### src/rtl/snn_infer_sched_pkg.sv
// Shared definitions for the SNN inference scheduler.
// Holds the default network dimensions, the wait timeout and the scheduler state type.
package snn_infer_sched_pkg;

  localparam int unsigned N_IN_DEF    = 30;
  localparam int unsigned N_CLS_DEF   = 5;
  localparam int unsigned STEP_W_DEF  = 8;
  localparam int unsigned CNT_W_DEF   = 8;
  localparam int unsigned TIMEOUT_DEF = 1023;

  typedef enum logic [2:0] {
    ST_IDLE   = 3'd0,
    ST_CLEAR  = 3'd1,
    ST_FETCH  = 3'd2,
    ST_WAIT   = 3'd3,
    ST_ARGMAX = 3'd4,
    ST_DONE   = 3'd5,
    ST_DRAIN  = 3'd6,
    ST_ERR    = 3'd7
  } sched_state_t;

endpackage

### src/rtl/snn_argmax_seq.sv
// Sequential argmax over N_CLS saturating counters, one class per cycle.
// Ports:
//   clk, rst_n : clock, async active-low reset
//   start      : 1-cycle pulse, restarts the scan (also cancels a scan in flight)
//   counts     : per-class counts, class 0 in the LSBs; must be stable during the scan
//   done       : 1-cycle pulse when index is final
//   index      : winning class; strict '>' keeps the lowest index on ties
module snn_argmax_seq #(
  parameter int unsigned N_CLS = 5,
  parameter int unsigned CNT_W = 8,
  parameter int unsigned IDX_W = 3
) (
  input  logic                            clk,
  input  logic                            rst_n,
  input  logic                            start,
  input  logic [N_CLS-1:0][CNT_W-1:0]     counts,
  output logic                            done,
  output logic [IDX_W-1:0]                index
);

  logic             running;
  logic [IDX_W-1:0] scan_idx;
  logic [CNT_W-1:0] max_val;

  // Scan class scan_idx each cycle; running max starts at 0 so all-zero counts give class 0.
  always_ff @(posedge clk or negedge rst_n) begin
    if (!rst_n) begin
      running  <= 1'b0;
      scan_idx <= '0;
      max_val  <= '0;
      index    <= '0;
      done     <= 1'b0;
    end else begin
      done <= 1'b0;
      if (start) begin
        running  <= 1'b1;
        scan_idx <= '0;
        max_val  <= '0;
        index    <= '0;
      end else if (running) begin
        if (counts[scan_idx] > max_val) begin
          max_val <= counts[scan_idx];
          index   <= scan_idx;
        end
        if (scan_idx == IDX_W'(N_CLS - 1)) begin
          running <= 1'b0;
          done    <= 1'b1;
        end else begin
          scan_idx <= scan_idx + IDX_W'(1);
        end
      end
    end
  end

endmodule

### src/rtl/snn_infer_sched.sv
// Sample-level scheduler for the ECG SNN: clears the net, feeds cfg_steps input frames,
// pulses net_start per step, accumulates per-class output spikes and reports the argmax.
// Ports:
//   clk, rst_n          : clock, async active-low reset
//   sample_start        : begin a sample (IDLE only); cfg_steps latched with it
//   sample_abort        : terminate current sample (drains the net if it is running)
//   in_valid/in_ready   : input frame handshake, in_bits is the frame
//   net_clear/net_start : 1-cycle strobes to the net; net_spikes_in is the frame held for it
//   net_done            : step complete, net_spikes_out valid
//   busy                : high whenever not IDLE
//   result_valid        : 1-cycle pulse with result_class/result_counts updated
//   err_timeout         : sticky net_done timeout, cleared by the next accepted sample_start
module snn_infer_sched
  import snn_infer_sched_pkg::*;
#(
  parameter int unsigned N_IN    = N_IN_DEF,
  parameter int unsigned N_CLS   = N_CLS_DEF,
  parameter int unsigned STEP_W  = STEP_W_DEF,
  parameter int unsigned CNT_W   = CNT_W_DEF,
  parameter int unsigned TIMEOUT = TIMEOUT_DEF
) (
  input  logic                       clk,
  input  logic                       rst_n,
  input  logic                       sample_start,
  input  logic [STEP_W-1:0]          cfg_steps,
  input  logic                       sample_abort,
  input  logic                       in_valid,
  output logic                       in_ready,
  input  logic [N_IN-1:0]            in_bits,
  output logic                       net_clear,
  output logic                       net_start,
  output logic [N_IN-1:0]            net_spikes_in,
  input  logic                       net_done,
  input  logic [N_CLS-1:0]           net_spikes_out,
  output logic                       busy,
  output logic                       result_valid,
  output logic [$clog2(N_CLS)-1:0]   result_class,
  output logic [N_CLS*CNT_W-1:0]     result_counts,
  output logic                       err_timeout
);

  localparam int unsigned IDX_W  = $clog2(N_CLS);
  localparam int unsigned WAIT_W = $clog2(TIMEOUT + 1);
  localparam logic [CNT_W-1:0] CNT_MAX = '1;

  sched_state_t                state;
  logic [STEP_W-1:0]           steps_cfg;
  logic [STEP_W-1:0]           step_cnt;
  logic [WAIT_W-1:0]           wait_cnt;
  logic [N_CLS-1:0][CNT_W-1:0] counts;
  logic                        am_start;
  logic                        am_done;
  logic [IDX_W-1:0]            am_index;
  logic                        wait_expired;
  logic                        last_step;

  assign in_ready     = (state == ST_FETCH);
  // Current cycle is the TIMEOUT-th cycle spent waiting for net_done.
  assign wait_expired = (wait_cnt == WAIT_W'(TIMEOUT - 1));
  assign last_step    = ((step_cnt + STEP_W'(1)) == steps_cfg);

  snn_argmax_seq #(
    .N_CLS (N_CLS),
    .CNT_W (CNT_W),
    .IDX_W (IDX_W)
  ) u_argmax (
    .clk    (clk),
    .rst_n  (rst_n),
    .start  (am_start),
    .counts (counts),
    .done   (am_done),
    .index  (am_index)
  );

  // Scheduler FSM with registered strobes and counter datapath; sample_abort wins every branch.
  always_ff @(posedge clk or negedge rst_n) begin
    if (!rst_n) begin
      state         <= ST_IDLE;
      steps_cfg     <= '0;
      step_cnt      <= '0;
      wait_cnt      <= '0;
      counts        <= '0;
      am_start      <= 1'b0;
      net_clear     <= 1'b0;
      net_start     <= 1'b0;
      net_spikes_in <= '0;
      busy          <= 1'b0;
      result_valid  <= 1'b0;
      result_class  <= '0;
      result_counts <= '0;
      err_timeout   <= 1'b0;
    end else begin
      net_clear    <= 1'b0;
      net_start    <= 1'b0;
      result_valid <= 1'b0;
      am_start     <= 1'b0;

      case (state)
        ST_IDLE: begin
          if (sample_start && !sample_abort) begin
            steps_cfg   <= cfg_steps;
            step_cnt    <= '0;
            counts      <= '0;
            err_timeout <= 1'b0;
            net_clear   <= 1'b1;
            busy        <= 1'b1;
            state       <= ST_CLEAR;
          end
        end

        ST_CLEAR: begin
          if (sample_abort) begin
            busy  <= 1'b0;
            state <= ST_IDLE;
          end else if (steps_cfg == '0) begin
            am_start <= 1'b1;
            state    <= ST_ARGMAX;
          end else begin
            state <= ST_FETCH;
          end
        end

        ST_FETCH: begin
          if (sample_abort) begin
            busy  <= 1'b0;
            state <= ST_IDLE;
          end else if (in_valid) begin
            net_spikes_in <= in_bits;
            net_start     <= 1'b1;
            wait_cnt      <= '0;
            state         <= ST_WAIT;
          end
        end

        ST_WAIT: begin
          if (sample_abort) begin
            // A net_done arriving with the abort means the net is already idle.
            if (net_done) begin
              busy  <= 1'b0;
              state <= ST_IDLE;
            end else begin
              wait_cnt <= wait_cnt + WAIT_W'(1);
              state    <= ST_DRAIN;
            end
          end else if (net_done) begin
            for (int i = 0; i < int'(N_CLS); i++) begin
              if (net_spikes_out[i] && (counts[i] != CNT_MAX)) begin
                counts[i] <= counts[i] + CNT_W'(1);
              end
            end
            step_cnt <= step_cnt + STEP_W'(1);
            if (last_step) begin
              am_start <= 1'b1;
              state    <= ST_ARGMAX;
            end else begin
              state <= ST_FETCH;
            end
          end else if (wait_expired) begin
            err_timeout <= 1'b1;
            state       <= ST_ERR;
          end else begin
            wait_cnt <= wait_cnt + WAIT_W'(1);
          end
        end

        ST_DRAIN: begin
          if (net_done) begin
            busy  <= 1'b0;
            state <= ST_IDLE;
          end else if (wait_expired) begin
            err_timeout <= 1'b1;
            state       <= ST_ERR;
          end else begin
            wait_cnt <= wait_cnt + WAIT_W'(1);
          end
        end

        ST_ARGMAX: begin
          // Ignore a stale done while the fresh start pulse is still pending.
          if (sample_abort) begin
            busy  <= 1'b0;
            state <= ST_IDLE;
          end else if (am_done && !am_start) begin
            state <= ST_DONE;
          end
        end

        ST_DONE: begin
          // Result is published on leaving DONE so an abort here suppresses it.
          if (!sample_abort) begin
            result_valid  <= 1'b1;
            result_class  <= am_index;
            result_counts <= counts;
          end
          busy  <= 1'b0;
          state <= ST_IDLE;
        end

        ST_ERR: begin
          busy  <= 1'b0;
          state <= ST_IDLE;
        end

        default: begin
          busy  <= 1'b0;
          state <= ST_IDLE;
        end
      endcase
    end
  end

endmodule

### config.mk
export PLATFORM = sky130hd
export DESIGN_NAME = snn_infer_sched
export DESIGN_NICKNAME = d
export VERILOG_FILES = /design/src/rtl/snn_infer_sched_pkg.sv /design/src/rtl/snn_argmax_seq.sv /design/src/rtl/snn_infer_sched.sv
export SDC_FILE = /design/constraint.sdc
export NUM_CORES = 1
export LEC_CHECK = 0
export ABC_CLOCK_PERIOD_IN_PS = 3390
export CAP_MARGIN = 10
export CORE_UTILIZATION = 35
export CTS_CLUSTER_SIZE = 30
export DETAILED_ROUTE_END_ITERATION = 10
export SLEW_MARGIN = 20
export SYNTH_ARGS = -nofsm -noshare
export SYNTH_HDL_FRONTEND = slang
export SYNTH_SLANG_ARGS = --single-unit
export TNS_END_PERCENT = 100
### constraint.sdc
create_clock -name clk -period 3.39 [get_ports clk]
set_input_delay 0.5085 -clock clk [delete_from_list [all_inputs] [get_ports clk]]
set_output_delay 0.5085 -clock clk [all_outputs]
set_load 0.01 [all_outputs]
* Yosys cells after proc, flatten, opt, wreduce, memory -nomap -nowiden
Index checks and enable logic that the tools add are counted.
** Storage, ports and cells
- Memory bits (writable) :: 0
- Memories :: 0
- ROM bits :: 0
- Word-level logic and storage cells :: 172
- Register bits :: 164
- Output and inout bits :: 79
- Latch bits :: 0
- Bits of input ports :: 49
** Cells by class
- Shift-type cells :: 0
- $add $sub $neg :: 8
- Eq/ne operators :: 31
- Reduce and logical (&&, ||, !) cells :: 33
- Div/mod/pow operators :: 0
- Bitwise gates (word level) :: 1
- Magnitude comparators :: 2
- Mux-type cells :: 74
- Multipliers :: 0
** Operator list (count)
- $mux 40 :: 3
- $mux 8 :: 12
- $pmux 40 s2 :: 1
- $mux 10 :: 6
- $mux 3 :: 19
- $add 8x1->8 const B :: 6
- $ne 8x8->1 const B :: 5
- $pmux 10 s3 :: 1
- $mux 1 :: 26
- $reduce_and 5->1 :: 5
- $bmux 8 s3 :: 1
- $ne 2x2->1 const B :: 12
- $pmux 3 s7 :: 1
- $pmux 8 s2 :: 1
- $eq 3x3->1 const B :: 5
- $reduce_and 3->1 :: 4
- $add 10x1->10 const B :: 1
- $eq 10x10->1 const B :: 1
- $ne 3x3->1 const B :: 3
- $eq 8x8->1 :: 1
- $gt 8x8->1 :: 1
- $logic_not 8->1 :: 1
- $reduce_and 2->1 :: 4
- $reduce_and 4->1 :: 2
- 16 further kinds :: 27

* Logic depth before layout (Yosys ltp)
Gate-level depths: netlist of the first run.
- Word-level depth :: 6
- Mapped depth :: 12

* By module
From an unflattened synthesis of the first run, not the netlist that was laid out.
** Unflattened totals
- Cells, all modules :: 829
- Area, all modules :: 8077.7 sq um
** By module, submodules not included
- snn_infer_sched :: cells an instance 685, area an instance 6800.3 sq um, instances 1, sequential area each 3703.6 sq um
- snn_argmax_seq :: cells an instance 144, area an instance 1277.5 sq um, instances 1, sequential area each 400.4 sq um

* Worst setup path before layout of the first run
Ideal clock, no wire load.
- Path type :: register -> register
- From :: reg u_argmax.scan_idx[2]
- To :: reg u_argmax.index[2]
- Cell stages (with the launch flop) :: 12
- Arrival time :: 2.705 ns
- Clock period less this slack :: 2.837 ns
- Path slack :: 0.553 ns
- Path buffers :: 2
- Cells stage by stage :: dfrtp_1 -> clkbuf_1 -> mux2_2 -> a22oi_1 -> o22ai_1 -> ha_1 -> and4b_1 -> a211oi_1 -> a211oi_2 -> buf_2 -> mux2i_1 -> nor2_1
** Between the ends
- Word-level cells in the longest chain between the ends :: 5
** RTL lines
- start: declaration :: line snn_argmax_seq.sv:22 : logic [IDX_W-1:0] scan_idx;
- start signal: assignment :: line snn_argmax_seq.sv:49 : scan_idx <= scan_idx + IDX_W'(1);
- $bmux 8 s3 :: line snn_argmax_seq.sv:41 : if (counts[scan_idx] > max_val) begin
- $mux 8 (implied by the code) :: line snn_argmax_seq.sv:41
- $gt 8x8->1 :: line snn_argmax_seq.sv:41
- $reduce_bool 2->1 (no line)
- $reduce_and 2->1 (no line)
- end signal: assignment :: line snn_argmax_seq.sv:43 : index <= scan_idx;
- end: declaration :: line snn_argmax_seq.sv:18 : output logic [IDX_W-1:0] index
Several ways; a longest one is shown, not always the timed one. The select of a mux whose other input is x is not followed.
A chain may end at the register's enable or synchronous reset.

* Final worst setup path of the first run
- From :: reg u_argmax.scan_idx[2]
- To :: reg u_argmax.max_val[5]
** Between the ends
- Word-level cells in the longest chain between the ends :: 5
** RTL lines
- $bmux 8 s3 * :: line snn_argmax_seq.sv:41, snn_argmax_seq.sv:42
- $mux 8 (implied by the code) * :: line snn_argmax_seq.sv:41, snn_argmax_seq.sv:42
- $gt 8x8->1 or $mux 8 (tied branches) :: line snn_argmax_seq.sv:41
- $reduce_bool 2->1 (no line) or $mux 8 (tied branches)
- $reduce_and 2->1 (no line) or $mux 8 (tied branches)
- end signal: assignment :: line snn_argmax_seq.sv:42 : max_val <= counts[scan_idx];
- end: declaration :: line snn_argmax_seq.sv:23 : logic [CNT_W-1:0] max_val;
Every way passes the cells marked *; elsewhere a longest branch is shown, timed or not. The select of a mux whose other input is x is not followed.

==> flow_metrics.env, run 1 <==
export IMPL_synth_area_top_cells="dfrtp_1 50%, mux2_2 11%, nand2_1 3.7%, mux2i_1 3.3%, xnor2_1 2.8%"
export IMPL_dr_pass1_iters=5
export IMPL_skew_ns=0.0172
export IMPL_slew_viol_final=0
export IMPL_io_pins=128
export IMPL_clockBufferDepth=2
export IMPL_status="finished, final reports clean"
export IMPL_synthDistinctLibCells=72
export IMPL_slowest_delay_ns=0.70
export IMPL_finalCritPeriodShare=0.932
export IMPL_ys_ff_latch=164
export IMPL_wl_per_cell_um=16.5
export IMPL_grt_pass1_vias=6248
export IMPL_start_kind="register"
export IMPL_drive_above_1_share=0.171
export IMPL_rows=55
export IMPL_drtIter0Drc=271
export IMPL_synth_top_cell_area_share=0.500
export IMPL_relSlewSlack=0.343
export IMPL_wl_um=20000
export IMPL_finalPower_uw=6330
export IMPL_hpwl_um=13800
export IMPL_cp_data_required_time_ns=3.68
export IMPL_postSynthAreaPerCell_um2=10.9
export IMPL_synth_nets=822
export IMPL_hp_class="in -> async"
export IMPL_crit_family="compound AO/OA/AOI/OAI gates"
export IMPL_io_buffers=127
export IMPL_irDropWorstVdd_mv=0.321
export IMPL_fin_ws_ns=0.231
export IMPL_postCtsSetupBuffers=0
export IMPL_fillerInstances=2137
export IMPL_cts_clk_slew_worst_paths_ns=0.08
export IMPL_slowest_stage="a211oi_4"
export IMPL_fmax_ghz=0.317
export IMPL_synth_area_mm2=0.00821
export IMPL_htreeDepth=4
export IMPL_cp_num_buf_inv=0
export IMPL_worst_pin_slew_ns=0.985
export IMPL_dieArea_mm2=0.0241
export IMPL_dpl_worst_slack_ns=-0.0238
export IMPL_layout_common_cells="164 x dfrtp_1, 126 x clkdlybuf4s50_1, 80 x mux2_2, 80 x nand2_1, 50 x nor2_1"
export IMPL_mostFrequentLayoutCell="dfrtp_1"
export IMPL_met1Wirelength_um=9130
export IMPL_end_kind="register"
export IMPL_ys_seq_area_frac=0.500
export IMPL_die_h_um=155
export IMPL_cap_violations=0
export IMPL_crit_chain="mux2_2, a22oi_1, o22ai_1, ha_1, a21o_1, a311oi_1, a211oi_4, mux2i_1, nor2_1"
export IMPL_final_hold_violation_count=0
export IMPL_antenna_found_initial=0
export IMPL_synth_edf_count=0
export IMPL_met3WireLength_um=1030
export IMPL_finalNetCount=949
export IMPL_maxUsedRoutingLayer="met4"
export IMPL_drtAntennaViolNets=0
export IMPL_clock_latency_ns=0.44
export IMPL_vias_per_cell=5.17
export IMPL_setup_violations=0
export IMPL_routabilityCongestion=0.856
export IMPL_path_class="reg -> reg"
export IMPL_async_flop_share=1.00
export IMPL_cts_sinks=164
export IMPL_ys_flop_type="dfrtp_1"
export IMPL_yosys_area_top_type="dfrtp_1"
export IMPL_syn_inst=755
export IMPL_die_w_um=155
export IMPL_rsz0062_at_grt="false"
export IMPL_overflow=0
export IMPL_wl_met2_um=9610
export IMPL_diodes=0
export IMPL_worstPathArrival_ns=3.45
export IMPL_min_period_ns=3.16
export IMPL_initial_utilization=0.359
export IMPL_power_density_mw_per_mm2=603
export IMPL_cts_root_buf="clkbuf_16"
export IMPL_grt_usage=0.175
export IMPL_cts_buffers=17
export IMPL_area_delta_synth_final_pct=28.0
export IMPL_worstPathMaxFanout=14
export IMPL_post_route_drc_count=0
export IMPL_ys_warn_count=0
export IMPL_p_leak_uw=0.00453
export IMPL_grt_pass1_wl_um=33200
export IMPL_vias=6246
export IMPL_core_area_mm2=0.0228
export IMPL_grt_max_degree=77
export IMPL_cts_tree="yes"
==> cell usage after synthesis, drive strengths merged (15+ instances only) <==
master and count:
a21oi 28, buf 23, clkbuf 15, dfrtp 164, ha 18, inv 21
mux2 80, mux2i 27, nand2 80, nand3 27, nor2 50, o21ai 33
xnor2 26
==> path summary, 6_finish.rpt <==
| check | to | startpoint | slack, ns | cells past startpoint |
|---|---|---|---|---|
| max | u_argmax.max_val[5]$_DFFE_PN0P_ | u_argmax.scan_idx[2]$_DFFE_PN0P_ | 0.23 | 9 |
| min | state[1]$_DFFE_PN0P_ | rst_n | 0.12 | 1 |
| max reg2reg | u_argmax.max_val[5]$_DFFE_PN0P_ | u_argmax.scan_idx[2]$_DFFE_PN0P_ | 0.23 | 9 |
| min reg2reg | err_timeout$_DFFE_PN0P_ | err_timeout$_DFFE_PN0P_ | 0.50 | 2 |
| max in group asynchronous | u_argmax.max_val[5]$_DFFE_PN0P_ | rst_n | 2.56 | 2 |
| min in group clk | err_timeout$_DFFE_PN0P_ | err_timeout$_DFFE_PN0P_ | 0.50 | 2 |
==> area by class of cell <==
type / count / area (um^2) / area share
clock buffers: 17 / 425 / 0.0405
well taps: 313 / 392 / 0.0373
multi-input cells: 531 / 3840 / 0.366
flip-flops and latches: 164 / 4100 / 0.391
repair buffers: 146 / 1480 / 0.141
inverters: 22 / 82.6 / 0.00786
clock inverters: 15 / 176 / 0.0168
==> where the power goes <==
group / internal [uW] / total [uW] / switching (uW)
Clock: 1000 / 1950 / 948
Sequential: 2300 / 2610 / 311
Combinational: 923 / 1770 / 851
==> per-layer routing <==
| metal | GRT usage | vias up |
|---|---|---|
| met2 | 0.290 | 163 |
| met3 | 0.0398 | 16 |
| met1 | 0.230 | 3066 |
| met5 | 0 | - |
| met4 | 0.0509 | 0 |
| li1 | - | 3001 |
==> timing repair <==
item                                    CTS  global route
endpoints found under the setup margin    3             0
gates resized for setup                   1             0
hold buffers                              0             0
==> cell families after synthesis <==
group                    count (synthesis)  share of synthesized area
AND/OR/NAND/NOR                        242                      0.152
flip-flops                             164                      0.500
AO/OA/AOI/OAI                          131                      0.108
multiplexers                           108                      0.145
buffers and inverters                   60                     0.0326
XOR/XNOR                                32                     0.0342
adder cells (fa/ha/maj)                 18                     0.0274
==> flip-flops by register name (all words and copies together) (netlist names), 3 cells and up <==
register and count:
wait_cnt 10, state 3, u_argmax.index 3, u_argmax.max_val 8, steps_cfg 8, result_class 3
step_cnt 8, counts 40, net_spikes_in 30, result_counts 40, u_argmax.scan_idx 3
==> per-stage QoR <==
step	setup TNS (ns)	hold WS (ns)	instance area (um^2)	util	instances
final	0	0.118	10500	0.460	1208
after global routing	0	0.174	10500	0.460	1208
after CTS	0	0.142	10500	0.460	1208
after detailed placement	-0.0620	0.493	9890	0.433	1176
after global placement	0	0.483	9890	0.433	1176
after floorplan	0	0.213	8210	-	755
(Power assumes the default switching activity.)
==> inputs of run 2 (changes only) <==
- CORE_MARGIN: default -> 5
==> run 2 against run 1 <==
Net effect:
- die area rose by 11%
- setup slack improved by 0.033 ns
- power fell by 0.82%
- core utilization fell by 0.98 points
- routed wire length rose by 1.5%
- sequential power barely moved
- clock skew fell by 0.0070 ns
- clock power fell by 3%
- critical path depth did not move
- global-route usage fell by 1.8 points
- critical endpoint is now u_argmax.index[1]$_DFFE_PN0P_
==> flow_metrics.env, run 2 (synthesized netlist as in run 1, its figures left out) <==
export IMPL_wl_um=20300
export IMPL_final_cells=1213
export IMPL_rows=56
export IMPL_worstPathMaxFanout=14
export IMPL_rr_worst_depth=9
export IMPL_reg2reg_from="u_argmax.scan_idx[2]$_DFFE_PN0P_"
export IMPL_setup_violations=0
export IMPL_die_h_um=163
export IMPL_wl_per_cell_um=16.7
export IMPL_slew_viol_final=0
export IMPL_io_pins=128
export IMPL_core_area_mm2=0.0233
export IMPL_intPower_uw=4210
export IMPL_rsz0062_at_grt="false"
export IMPL_grt_usage=0.157
export IMPL_layout_common_cells="164 x dfrtp_1, 126 x clkdlybuf4s50_1, 80 x mux2_2, 80 x nand2_1, 50 x nor2_1"
export IMPL_r2r_slack_ns=0.26
export IMPL_io_buffers=127
export IMPL_cts_clk_slew_worst_paths_ns=0.07
export IMPL_antenna_found_initial=0
export IMPL_power_density_mw_per_mm2=600
export IMPL_drtAntennaViolNets=0
export IMPL_fmax_ghz=0.320
export IMPL_clock_latency_ns=0.43
export IMPL_ctsResizeCount=1
export IMPL_cts_hold_buffers=0
export IMPL_area_delta_synth_final_pct=27.5
export IMPL_cap_violations=0
export IMPL_power_switching_share=0.330
export IMPL_cts_sinks=164
export IMPL_grt_pass1_vias=6446
export IMPL_cts_buffers=17
export IMPL_finalCritPeriodShare=0.922
export IMPL_irDropWorstVdd_mv=0.317
export IMPL_drtIter0Drc=286
export IMPL_path_class="reg -> reg"
export IMPL_diodes=0
export IMPL_worstSetupEndpoint="u_argmax.index[1]$_DFFE_PN0P_"
export IMPL_dpl_cell_count=1181
export IMPL_finalPower_uw=6280
export IMPL_vias_per_cell=5.23
export IMPL_hpwl_um=14500
export IMPL_relSlewSlack=0.370
export IMPL_clockBufferDepth=2
export IMPL_pwr_share_clk=0.300
export IMPL_finalNetCount=948
export IMPL_start_kind="register"
export IMPL_mostFrequentLayoutCell="dfrtp_1"
export IMPL_overflow=0
export IMPL_worst_pin_slew_ns=0.945
export IMPL_drive_above_1_share=0.170
export IMPL_vias=6348
export IMPL_htreeDepth=4
export IMPL_dieArea_mm2=0.0266
export IMPL_routabilityCongestion=0.858
export IMPL_worstPathArrival_ns=3.40
export IMPL_grt_max_degree=58
export IMPL_die_w_um=163
export IMPL_end_kind="register"
export IMPL_hp_class="in -> async"
export IMPL_status="finished, final reports clean"
export IMPL_totalNegativeSetupSlack_ns=0
export IMPL_reg_top3="counts (40), result_counts (40), net_spikes_in (30)"
export IMPL_p_leak_uw=0.00450
export IMPL_initial_utilization=0.353
export IMPL_cp_data_required_time_ns=3.67
export IMPL_postCtsSetupBuffers=0
export IMPL_cts_root_buf="clkbuf_16"
export IMPL_min_period_ns=3.13
export IMPL_skew_ns=0.0103
export IMPL_cts_tree="yes"
export IMPL_final_hold_violation_count=0
export IMPL_grt_pass1_wl_um=33800
export IMPL_seq_power_share=0.417
export IMPL_p_comb_frac=0.283
export IMPL_crit_start="u_argmax.scan_idx[2]$_DFFE_PN0P_"
export IMPL_dr_pass1_iters=5
export IMPL_post_route_drc_count=0
export IMPL_r2r_end="u_argmax.index[1]$_DFFE_PN0P_"
export IMPL_p_sw_uw=2070
run 2: cell types whose count changed in the layout (fill, tap and decap cells not counted), sizes merged:
cell,previous run,this run
inv,29,27
clkinv,8,9
buf,20,19
clkinvlp,0,1
run 2: power groups by stage:
stage	Clock, uW	Sequential [uW]	Combinational (uW)
after floorplan	0	2650	938
after global placement	0	2650	1770
after detailed placement	0	2660	1790
after CTS	1950	2620	1800
after global routing	2020	2680	1940
final	1890	2620	1780
run 2: metrics by stage:
step	setup WS [ns]	hold slack (ns)	cell area, um^2	utilization
floorplan	0.553	0.213	8210	-
global placement	0.0705	0.481	9870	0.424
detailed placement	0.0283	0.482	9870	0.424
CTS	0.267	0.0484	10500	0.450
global route	0.0167	0.0749	10500	0.450
finish	0.264	0.0327	10500	0.450
run 2: area by class of cell:
class | instances | area [um^2]
Fill cell | 2231 | 12800
Timing Repair Buffer | 145 | 1450
Clock inverter | 15 | 165
Inverter | 22 | 82.6
Tap cell | 319 | 399
Multi-Input combinational cell | 531 | 3840
Clock buffer | 17 | 425
Sequential cell | 164 | 4100
run 2: critical path, cell delays in order (launching register included):
cell      delay, ns
dfrtp_1        0.63
mux2_2         0.40
a22oi_1        0.16
o22ai_1        0.14
ha_1           0.37
and4_1         0.20
a311oi_1       0.07
a211oi_4       0.69
mux2i_1        0.26
nor2_1         0.06
run 2: layer usage:
| metal | share of wire | track usage | vias to the layer above |
|---|---|---|---|
| met2 | 0.47 | 0.253 | 186 |
| li1 | - | - | 3004 |
| met1 | 0.46 | 0.210 | 3128 |
| met4 | 0.020 | 0.0492 | 0 |
| met3 | 0.054 | 0.0376 | 30 |
| met5 | 0 | 0 | - |
run 2: how the worst min path moves through the flow:
stage | startpoint | endpoint | slack [ns] | depth (start not counted)
after floorplan | rst_n | am_start$_DFF_PN0_ | 0.21 | 0
after global placement | busy$_DFFE_PN0P_ | busy$_DFFE_PN0P_ | 0.48 | 1
after detailed placement | busy$_DFFE_PN0P_ | busy$_DFFE_PN0P_ | 0.48 | 1
after CTS | rst_n | state[1]$_DFFE_PN0P_ | 0.05 | 1
after global routing | rst_n | state[1]$_DFFE_PN0P_ | 0.07 | 1
final | rst_n | state[1]$_DFFE_PN0P_ | 0.03 | 1
